**config.mk**
```make
export PLATFORM = sky130hd
export DESIGN_NAME = aurora_link_supervisor
export DESIGN_NICKNAME = d
export VERILOG_FILES = /design/src/rtl/aurora_sup_pkg.sv /design/src/rtl/aurora_link_supervisor_soft_err_window.sv /design/src/rtl/aurora_link_supervisor.sv
export SDC_FILE = /design/constraint.sdc
export NUM_CORES = 1
export LEC_CHECK = 0
export ABC_AREA = 1
export BUFFER_PORTS_ARGS = -buffer_cell sky130_fd_sc_hd__buf_2
export CAP_MARGIN = 20
export CORE_MARGIN = 2
export CORE_UTILIZATION = 64
export DETAILED_ROUTE_END_ITERATION = 6
export PLACE_DENSITY = 0.85
export SLEW_MARGIN = 5
export SYNTH_ARGS = -nofsm -noshare
export SYNTH_HDL_FRONTEND = slang
export SYNTH_SLANG_ARGS = --single-unit
```
**constraint.sdc**
```tcl
create_clock -name clk -period 3.44 [get_ports clk]
set_input_delay 0.344 -clock clk [delete_from_list [all_inputs] [get_ports clk]]
set_output_delay 0.344 -clock clk [all_outputs]
set_load 0.005 [all_outputs]
```
**src/rtl/aurora_sup_pkg.sv**
```systemverilog
// Shared definitions for the Aurora link supervisor: FSM state encoding and
// the widths of the timer and the status counters.
package aurora_sup_pkg;

    localparam int TIMER_W  = 24;
    localparam int RETRY_W  = 4;
    localparam int RELINK_W = 8;

    typedef logic [2:0] state_t;

    localparam state_t ST_PULSE     = 3'd0;
    localparam state_t ST_WAIT_SEQ  = 3'd1;
    localparam state_t ST_WAIT_CHAN = 3'd2;
    localparam state_t ST_UP        = 3'd3;
    localparam state_t ST_BACKOFF   = 3'd4;
    localparam state_t ST_FAILED    = 3'd5;

endpackage

```
**src/rtl/aurora_link_supervisor_soft_err_window.sv**
```systemverilog
// Soft-error rate detector used by the link supervisor when built with
// SOFT_ERR_RELINK_EN. Counts soft_err pulses inside fixed windows while
// enabled and trips combinationally on the pulse that reaches THRESH.
// Without SOFT_ERR_RELINK_EN this file contributes no logic.
`ifdef SOFT_ERR_RELINK_EN
module soft_err_window #(
    parameter int THRESH = 8,
    parameter int WINDOW = 2**16
)(
    input  logic clk,
    input  logic reset_n,
    input  logic enable,
    input  logic soft_err,
    output logic trip
);

    localparam int WIN_W = (WINDOW > 1) ? $clog2(WINDOW) : 1;
    localparam int CNT_W = $clog2(THRESH + 1);

    logic [WIN_W-1:0] win_reg;
    logic [CNT_W-1:0] cnt_reg;
    logic             win_end;

    assign win_end = (win_reg == WIN_W'(WINDOW - 1));
    // The threshold pulse itself trips, so the relink starts in the same cycle.
    assign trip    = enable && soft_err && (cnt_reg == CNT_W'(THRESH - 1));

    // Window timer and pulse count; both restart whenever the link leaves UP.
    always_ff @(posedge clk) begin
        if (!reset_n || !enable) begin
            win_reg <= '0;
            cnt_reg <= '0;
        end else if (win_end) begin
            win_reg <= '0;
            cnt_reg <= soft_err ? CNT_W'(1) : '0;
        end else begin
            win_reg <= win_reg + WIN_W'(1);
            if (soft_err && cnt_reg != CNT_W'(THRESH))
                cnt_reg <= cnt_reg + CNT_W'(1);
        end
    end

endmodule
`endif

```
**src/rtl/aurora_link_supervisor.sv**
```systemverilog
// Aurora link supervisor: pulses the transceiver reset sequencer, waits for
// the sequence and channel_up, relinks on loss / hard error / request, retries
// with backoff and parks in FAILED after MAX_RETRIES consecutive failures.
// Optional soft-error relink is built when SOFT_ERR_RELINK_EN is defined.
module aurora_link_supervisor
    import aurora_sup_pkg::*;
#(
    parameter int RST_PULSE_CYCLES = 16,
    parameter int LINK_TIMEOUT     = 2**23,
    parameter int BACKOFF_CYCLES   = 2**20,
    parameter int MAX_RETRIES      = 7,
    parameter int SOFT_ERR_THRESH  = 8,
    parameter int SOFT_ERR_WINDOW  = 2**16
)(
    input  logic                clk,
    input  logic                reset_n,
    input  logic                aurora_rst,
    input  logic                channel_up,
    input  logic                hard_err,
    input  logic                soft_err,
    input  logic                force_relink,
    output logic                seq_rst,
    output logic                link_ok,
    output logic                link_fail,
    output logic [RETRY_W-1:0]  retry_cnt,
    output logic [RELINK_W-1:0] relink_cnt
);

    state_t               state_reg, state_next;
    logic [TIMER_W-1:0]   timer_reg;
    logic [RETRY_W-1:0]   retry_reg;
    logic [RELINK_W-1:0]  relink_reg;
    logic                 timeout, pulse_done, backoff_done, soft_trip;
    logic                 seq_rst_next, link_ok_next, link_fail_next;

    assign timeout      = (timer_reg == TIMER_W'(LINK_TIMEOUT - 1));
    assign pulse_done   = (timer_reg == TIMER_W'(RST_PULSE_CYCLES - 1));
    assign backoff_done = (timer_reg == TIMER_W'(BACKOFF_CYCLES - 1));

`ifdef SOFT_ERR_RELINK_EN
    soft_err_window #(
        .THRESH (SOFT_ERR_THRESH),
        .WINDOW (SOFT_ERR_WINDOW)
    ) u_soft_err_window (
        .clk      (clk),
        .reset_n  (reset_n),
        .enable   (state_reg == ST_UP),
        .soft_err (soft_err),
        .trip     (soft_trip)
    );
`else
    logic unused_soft;
    assign unused_soft = soft_err ^ (SOFT_ERR_THRESH > 0) ^ (SOFT_ERR_WINDOW > 0);
    assign soft_trip   = 1'b0;
`endif

    // State register, attempt timer and status counters.
    always_ff @(posedge clk) begin
        if (!reset_n) begin
            state_reg  <= ST_PULSE;
            timer_reg  <= '0;
            retry_reg  <= '0;
            relink_reg <= '0;
        end else begin
            state_reg <= state_next;
            // The link timeout spans both wait states, so that hand-over keeps the timer.
            if (state_next != state_reg &&
                !(state_reg == ST_WAIT_SEQ && state_next == ST_WAIT_CHAN))
                timer_reg <= '0;
            else if (timer_reg != '1)
                timer_reg <= timer_reg + TIMER_W'(1);

            if ((state_reg == ST_WAIT_CHAN && state_next == ST_UP) ||
                (state_reg == ST_FAILED && state_next == ST_PULSE))
                retry_reg <= '0;
            else if ((state_reg == ST_WAIT_SEQ || state_reg == ST_WAIT_CHAN) &&
                     state_next == ST_BACKOFF && retry_reg != RETRY_W'(MAX_RETRIES))
                retry_reg <= retry_reg + RETRY_W'(1);

            if (state_reg == ST_UP && state_next == ST_BACKOFF && relink_reg != '1)
                relink_reg <= relink_reg + RELINK_W'(1);
        end
    end

    // Next-state logic.
    always_comb begin
        state_next = state_reg;
        case (state_reg)
            ST_PULSE:
                if (pulse_done) state_next = ST_WAIT_SEQ;
            ST_WAIT_SEQ:
                // Timeout takes priority: entering WAIT_CHAN on the last cycle would
                // carry a timer past the equality compare and never time out.
                if (timeout)          state_next = ST_BACKOFF;
                else if (!aurora_rst) state_next = ST_WAIT_CHAN;
            ST_WAIT_CHAN:
                if (channel_up)       state_next = ST_UP;
                else if (timeout)     state_next = ST_BACKOFF;
            ST_UP:
                if (!channel_up || hard_err || force_relink || soft_trip)
                    state_next = ST_BACKOFF;
            ST_BACKOFF:
                // The retry count is settled on entry, so the exhausted attempt
                // still serves its full backoff before parking in FAILED.
                if (backoff_done)
                    state_next = (retry_reg == RETRY_W'(MAX_RETRIES)) ? ST_FAILED : ST_PULSE;
            ST_FAILED:
                if (force_relink) state_next = ST_PULSE;
            default:
                state_next = ST_PULSE;
        endcase
    end

    // Output decode from the current state.
    always_comb begin
        seq_rst_next   = (state_reg == ST_PULSE);
        link_ok_next   = (state_reg == ST_UP);
        link_fail_next = (state_reg == ST_FAILED);
    end

    // Registered status outputs, one cycle behind the state.
    always_ff @(posedge clk) begin
        if (!reset_n) begin
            seq_rst   <= 1'b1;
            link_ok   <= 1'b0;
            link_fail <= 1'b0;
        end else begin
            seq_rst   <= seq_rst_next;
            link_ok   <= link_ok_next;
            link_fail <= link_fail_next;
        end
    end

    assign retry_cnt  = retry_reg;
    assign relink_cnt = relink_reg;

endmodule

```
==> impl_metrics.env, run 1 <==
export IMPL_tritoncts="yes"
export IMPL_syn_avg_cell_area_um2=7.26
export IMPL_crit_fanout=24
export IMPL_grtUsageTotal_pct=25.2
export IMPL_synth_area_leaders="dfxtp_1 33%, nand2_1 11%, nor2_1 7.7%"
export IMPL_gp_congestion=0.902
export IMPL_fillers=339
export IMPL_io_buffer_count=20
export IMPL_ys_warn_count=0
export IMPL_fin_skew_ns=0.00946
export IMPL_cpMostUsedCell="nand2_2"
export IMPL_die_w_um=67.4
export IMPL_cts_buffer_depth=2
export IMPL_hold_buffers=0
export IMPL_largest_register_ff_count=24
export IMPL_stdcell_count=427
export IMPL_routedWlPerCell_um=11.9
export IMPL_clk_latency_ns=0.29
export IMPL_fin_total_pwr_uw=849
export IMPL_p_leak_uw=0.00121
export IMPL_final_layout_size_suffix_gt1_share_pct=21.8
export IMPL_synth_seq_cells=42
export IMPL_yosysSeqAreaShare_pct=32.7
export IMPL_hpwl_mm=3.84
export IMPL_crit_required_ns=3.59
export IMPL_antenna_found_initial=0
export IMPL_grt_max_degree=25
export IMPL_antenna_cells=0
export IMPL_crit_slowest_cell="nand2_2"
export IMPL_cp_end_kind="flip-flop"
export IMPL_max_stage_delay_ns=0.54
export IMPL_grt_overflow_total=0
export IMPL_slew_headroom_pct=52.8
export IMPL_postCtsSetupRepairBufs=0
export IMPL_crit_chain="ha_1, nand3_2, inv_1, nand2_4, nor2_8, nand3_1, nand2_1, nand2_2, inv_2, nor2_1, nand2_2, a21oi_1"
export IMPL_fin_crit_sh_pct=64.3
export IMPL_power_density_nw_per_um2=306
export IMPL_worst_endpoint_arrival_ns=2.36
export IMPL_drv_cap=0
export IMPL_drv_slew=0
export IMPL_ant_nets=0
export IMPL_grt_pass1_wl_mm=8.72
export IMPL_ir_drop_uv=310
export IMPL_seqCellArea_um2=841
export IMPL_finalWirelength_mm=5.06
export IMPL_synthDistinctLibCells=37
export IMPL_numCtsBuffers=5
export IMPL_syn_num_nets=364
export IMPL_drtPass1Iterations=4
export IMPL_drt_iter0_markers=149
export IMPL_vias=2268
export IMPL_coreArea_um2=3940
export IMPL_syn_cell_area_um2=2570
export IMPL_syn_inst=354
export IMPL_status="completed"
export IMPL_die_y_um=67.4
export IMPL_io_pins=22
export IMPL_dp_cells=419
export IMPL_drc=0
export IMPL_synth_top_cell_area_share_pct=32.7
export IMPL_rsz0062_at_grt="false"
export IMPL_path_class="flip-flop to flip-flop"
export IMPL_htreeDepth=2
export IMPL_viasPerCell=5.31
export IMPL_finalSetupViolations=0
export IMPL_die_area_um2=4540
export IMPL_initial_core_util_pct=65.2
export IMPL_cts_clk_slew_worst_paths_ns=0.08
export IMPL_grt_pass1_vias=2102
export IMPL_final_net_count=386
export IMPL_cts_sinks=42
export IMPL_final_common_cell="nand2_1"
export IMPL_period_needed_ns=2.21
export IMPL_fp_row_count=23
export IMPL_setup_tns_ns=0
export IMPL_synthToLayoutAreaGrowth_pct=8.08
export IMPL_clockRootBuffer="clkbuf_8"
export IMPL_hold_ws_ns=0.336
export IMPL_cts_resized=0
export IMPL_start_kind="flip-flop"
export IMPL_hold_class="input pin to flip-flop"
export IMPL_hold_violations=0
export IMPL_clock_fmax_mhz=452
export IMPL_synth_area_leader_cell="dfxtp_1"
export IMPL_mostFrequentLayoutCells="77 x nand2_1, 53 x nor2_1, 42 x dfxtp_1"
export IMPL_multi_input_area_um2=1530
export IMPL_tightest_slew_ns=0.706
==> layer usage <==
layer	vias to the layer above	global-route usage (%)	part of all wire (%)
met5	-	0	0
met4	0	8.93	1.7
met3	10	5.67	3.3
met2	40	46.2	51
met1	1022	28.6	44
li1	1196	-	-
==> synthesized netlist by cell type, drive strengths merged <==
cell,n
nand2,85
or2,1
a211oi,2
nand3b,2
nor2,61
buf,3
a21oi,34
nor4,6
dfxtp,42
xnor2,6
ha,3
xor2,16
o21a,1
clkinv,1
o21ai,5
and3,2
nor3,18
nand3,14
a31oi,1
inv,39
clkbuf,2
nand4,9
o21bai,1
==> where the power goes <==
group	switching, uW	internal [uW]	total, uW
Sequential	2.15	489	491
Clock	167	161	328
Combinational	20.1	9.70	29.8
Total	189	660	849
==> path summary, 6_finish.rpt <==
check / from / cells past startpoint / slack [ns] / endpoint
max reg2reg: timer_reg[0] / 12 / 1.23 / timer_reg[0]
min: reset_n / 3 / 0.34 / state_reg[0]
max: timer_reg[0] / 12 / 1.23 / timer_reg[0]
min reg2reg: relink_cnt[0] / 1 / 0.50 / relink_cnt[0]
==> cell families after synthesis <==
group	share of synthesized area (%)
AND/OR/NAND/NOR	38.2
flip-flops	32.7
adder cells (fa/ha/maj)	1.46
buffers and inverters	7.79
AO/OA/AOI/OAI	12.1
XOR/XNOR	7.79
==> through the flow <==
step                      instance area [um^2]  util (%)  setup slack (ns)
after CTS                                 2780      70.5              1.21
final                                     2780      70.5              1.23
after global routing                      2780      70.5              1.00
after detailed placement                  2680      68.1              1.22
after global placement                    2680      68.1              1.28
after floorplan                           2570         -              1.64
==> layout make-up <==
cell class | instances | area share [%]
inverters | 40 | 5.40
clock inverters | 2 | 0.450
flip-flops and latches | 42 | 30.3
multi-input cells | 267 | 55.1
clock buffers | 6 | 2.97
repair buffers | 20 | 3.60
well taps | 50 | 2.25
==> worst max-delay path: cells and delay by family (launching register included) <==
kind,cells,cell delay (ns)
compound gates,1,0.16
flops,1,0.34
buf+inv,2,0.21
fa+ha+maj,1,0.18
simple gates,8,1.19
Note: power is estimated with default switching activity, not from simulation.
==> run 2: changes to the inputs <==
--- a/config.mk
+++ b/config.mk
@@ -5,13 +5,13 @@
 export SDC_FILE = /design/constraint.sdc
 export NUM_CORES = 1
 export LEC_CHECK = 0
-export ABC_AREA = 1
+export ABC_AREA = 0
 export BUFFER_PORTS_ARGS = -buffer_cell sky130_fd_sc_hd__buf_2
 export CAP_MARGIN = 20
 export CORE_MARGIN = 2
-export CORE_UTILIZATION = 64
+export CORE_UTILIZATION = 53
 export DETAILED_ROUTE_END_ITERATION = 6
-export PLACE_DENSITY = 0.85
+export PLACE_DENSITY = 0.76
 export SLEW_MARGIN = 5
 export SYNTH_ARGS = -nofsm -noshare
 export SYNTH_HDL_FRONTEND = slang
==> constraint.sdc (replaced) <==
create_clock -name clk -period 2 [get_ports clk]
set_input_delay 0.2 -clock clk [delete_from_list [all_inputs] [get_ports clk]]
set_output_delay 0.2 -clock clk [all_outputs]
set_load 0.005 [all_outputs]
==> impl_metrics.env, run 2 <==
export IMPL_die_w_um=68.5
export IMPL_synth_top_cell_area_share_pct=38.2
export IMPL_synth_area_leaders="dfxtp_1 38%, nor2_1 6.1%, xnor2_1 4.8%"
export IMPL_power_density_nw_per_um2=617
export IMPL_synth_commonest_cells="42 x dfxtp_1, 36 x nor2_1, 16 x a21oi_1, 16 x nand3_1, 14 x nand2_1"
export IMPL_ys_warn_count=0
export IMPL_dp_slack_ns=-0.0173
export IMPL_power_frac_seq_pct=49.6
export IMPL_cts_sinks=42
export IMPL_max_stage_delay_ns=0.50
export IMPL_clk_latency_ns=0.30
export IMPL_pwr_share_comb_pct=3.0
export IMPL_die_y_um=68.5
export IMPL_path_class="flip-flop to flip-flop"
export IMPL_routedWlPerCell_um=15.0
export IMPL_finish_utilization_pct=69.3
export IMPL_synth_edf_count=0
export IMPL_met2_length_mm=2.56
export IMPL_syn_cell_area_um2=2200
export IMPL_io_pins=22
export IMPL_worst_path_buf_inv=1
export IMPL_synthAdderAreaFrac_pct=1.70
export IMPL_mostFrequentLayoutCells="40 x dfxtp_1, 35 x nor2_1, 32 x buf_4"
export IMPL_synthToLayoutAreaGrowth_pct=25.8
export IMPL_setup_tns_ns=0
export IMPL_cp_top_family="simple AND/OR/NAND/NOR gates"
export IMPL_yosys_area_share_simple_pct=34.8
export IMPL_grt_pass1_vias=1891
export IMPL_synth_xor_area_share_pct=7.16
export IMPL_drc=0
export IMPL_ir_drop_uv=395
export IMPL_ant_nets=0
export IMPL_period_needed_ns=1.95
export IMPL_synth_seq_cells=42
export IMPL_synth_flop_cell="dfxtp_1"
export IMPL_top_layer_used="met4"
export IMPL_multi_input_area_um2=1350
export IMPL_route_met3_wl_um=295
export IMPL_stdcell_count=361
export IMPL_seqCellArea_um2=843
export IMPL_gp_congestion=0.859
export IMPL_io_buffer_count=20
export IMPL_final_net_count=320
export IMPL_fin_ws_ns=0.0465
export IMPL_hold_violations=0
export IMPL_cts_clk_slew_worst_paths_ns=0.08
export IMPL_grtUsageTotal_pct=24.6
export IMPL_synth_area_leader_cell="dfxtp_1"
export IMPL_finalSetupViolations=0
export IMPL_syn_avg_cell_area_um2=8.47
export IMPL_final_layout_size_suffix_gt1_share_pct=26.4
export IMPL_fillers=326
export IMPL_synth_compound_area_share_pct=13.6
export IMPL_coreArea_um2=4000
export IMPL_wl_met1_mm=2.45
export IMPL_tritoncts="yes"
export IMPL_fin_crit_sh_pct=97.7
export IMPL_htreeDepth=2
export IMPL_drtPass1Iterations=4
export IMPL_hpwl_mm=3.75
export IMPL_crit_required_ns=2.24
export IMPL_synth_async_reset_ratio_pct=0
export IMPL_hold_buffers=0
export IMPL_synth_most_common_cell="dfxtp_1"
export IMPL_cp_end_kind="flip-flop"
export IMPL_hold_class="input pin to flip-flop"
export IMPL_vias=2152
export IMPL_tightest_slew_ns=0.452
export IMPL_die_area_um2=4690
export IMPL_crit_chain="buf_4, or2b_4, a2111oi_4, nand2_2, or4_4, a21oi_2"
export IMPL_crit_slowest_cell="or4_4"
export IMPL_drv_slew=0
export IMPL_grt_pass1_wl_mm=8.59
export IMPL_p_int_uw=1360
export IMPL_finalWirelength_mm=5.42
export IMPL_switching_share_pct=20.2
export IMPL_p_switching_uw=346
export IMPL_start_kind="flip-flop"
export IMPL_initial_core_util_pct=55.1
export IMPL_p_leak_uw=0.00110
export IMPL_antenna_cells=0
export IMPL_synthDistinctLibCells=47
export IMPL_drt_iter0_markers=153
export IMPL_syn_num_nets=270
export IMPL_final_common_cell="dfxtp_1"
export IMPL_synth_top_family_by_area="simple AND/OR/NAND/NOR gates"
export IMPL_crit_fanout=4
export IMPL_antenna_found_initial=0
export IMPL_worst_endpoint_arrival_ns=2.19
export IMPL_clockRootBuffer="clkbuf_8"
export IMPL_slew_headroom_pct=69.6
export IMPL_fp_row_count=23
export IMPL_status="completed"
export IMPL_dp_cells=352
export IMPL_grt_max_degree=25
export IMPL_cts_buffer_depth=2
export IMPL_grt_overflow_total=0
export IMPL_drv_cap=0
export IMPL_numCtsBuffers=5
export IMPL_syn_inst=260
export IMPL_yosysSeqAreaShare_pct=38.2
export IMPL_largest_register_ff_count=24
export IMPL_viasPerCell=5.96
export IMPL_fin_skew_ns=0.00460
export IMPL_clkPwrFrac_pct=47.5
export IMPL_synthMuxAreaShare_pct=1.36
export IMPL_clock_fmax_mhz=512
==> run 2: per-layer routing <==
| metal | vias up | global-route usage [%] |
|---|---|---|
| met5 | - | 0 |
| met4 | 0 | 10.3 |
| met3 | 11 | 5.59 |
| met2 | 77 | 40.5 |
| met1 | 989 | 30.6 |
| li1 | 1075 | - |
==> run 2: final timing paths <==
path	startpoint	end	slack, ns	depth (start not counted)
max reg2reg	state_reg[1]	retry_cnt[3]	0.05	6
min reg2reg	state_reg[0]	seq_rst	0.52	1
max	state_reg[1]	retry_cnt[3]	0.05	6
min	reset_n	seq_rst	0.09	2
==> run 2: metrics by stage <==
| step | area [um^2] | hold WS [ns] | power (uW) |
|---|---|---|---|
| global placement | 2570 | 0.403 | 913 |
| finish | 2770 | 0.0892 | 1710 |
| CTS | 2710 | 0.0935 | 1710 |
| global route | 2770 | 0.0948 | 1770 |
| floorplan | 2200 | 0.271 | 891 |
| detailed placement | 2570 | 0.403 | 913 |
==> run 2: cell type report <==
type,instances,share of cell area [%]
Clock buffer,5,2.48
Clock inverter,3,2.48
Inverter,6,0.812
Multi-Input combinational cell,202,48.6
Sequential cell,42,30.4
Tap cell,50,2.26
Timing Repair Buffer,53,13.0
==> run 2: logic make-up after synthesis <==
group           after synthesis
simple gates                135
compound gates               43
flops                        42
xor+xnor                     18
buf+inv                      16
mux                           3
fa+ha+maj                     3
==> run 2: repair_timing <==
item | in CTS | in global routing
buffers inserted | 0 | 1
pin swaps | 0 | 3
gates resized for setup | 1 | 12
endpoints found under the setup margin | 5 | 28
==> run 2: power groups by stage <==
stage / clock, uW / combinational (uW) / sequential, uW
2_1_floorplan: 0 / 25.9 / 865
3_3_place_gp: 0 / 47.7 / 865
3_5_place_dp: 0 / 47.8 / 865
4_1_cts: 821 / 48.0 / 846
5_1_grt: 862 / 57.2 / 849
6_report: 812 / 50.7 / 847
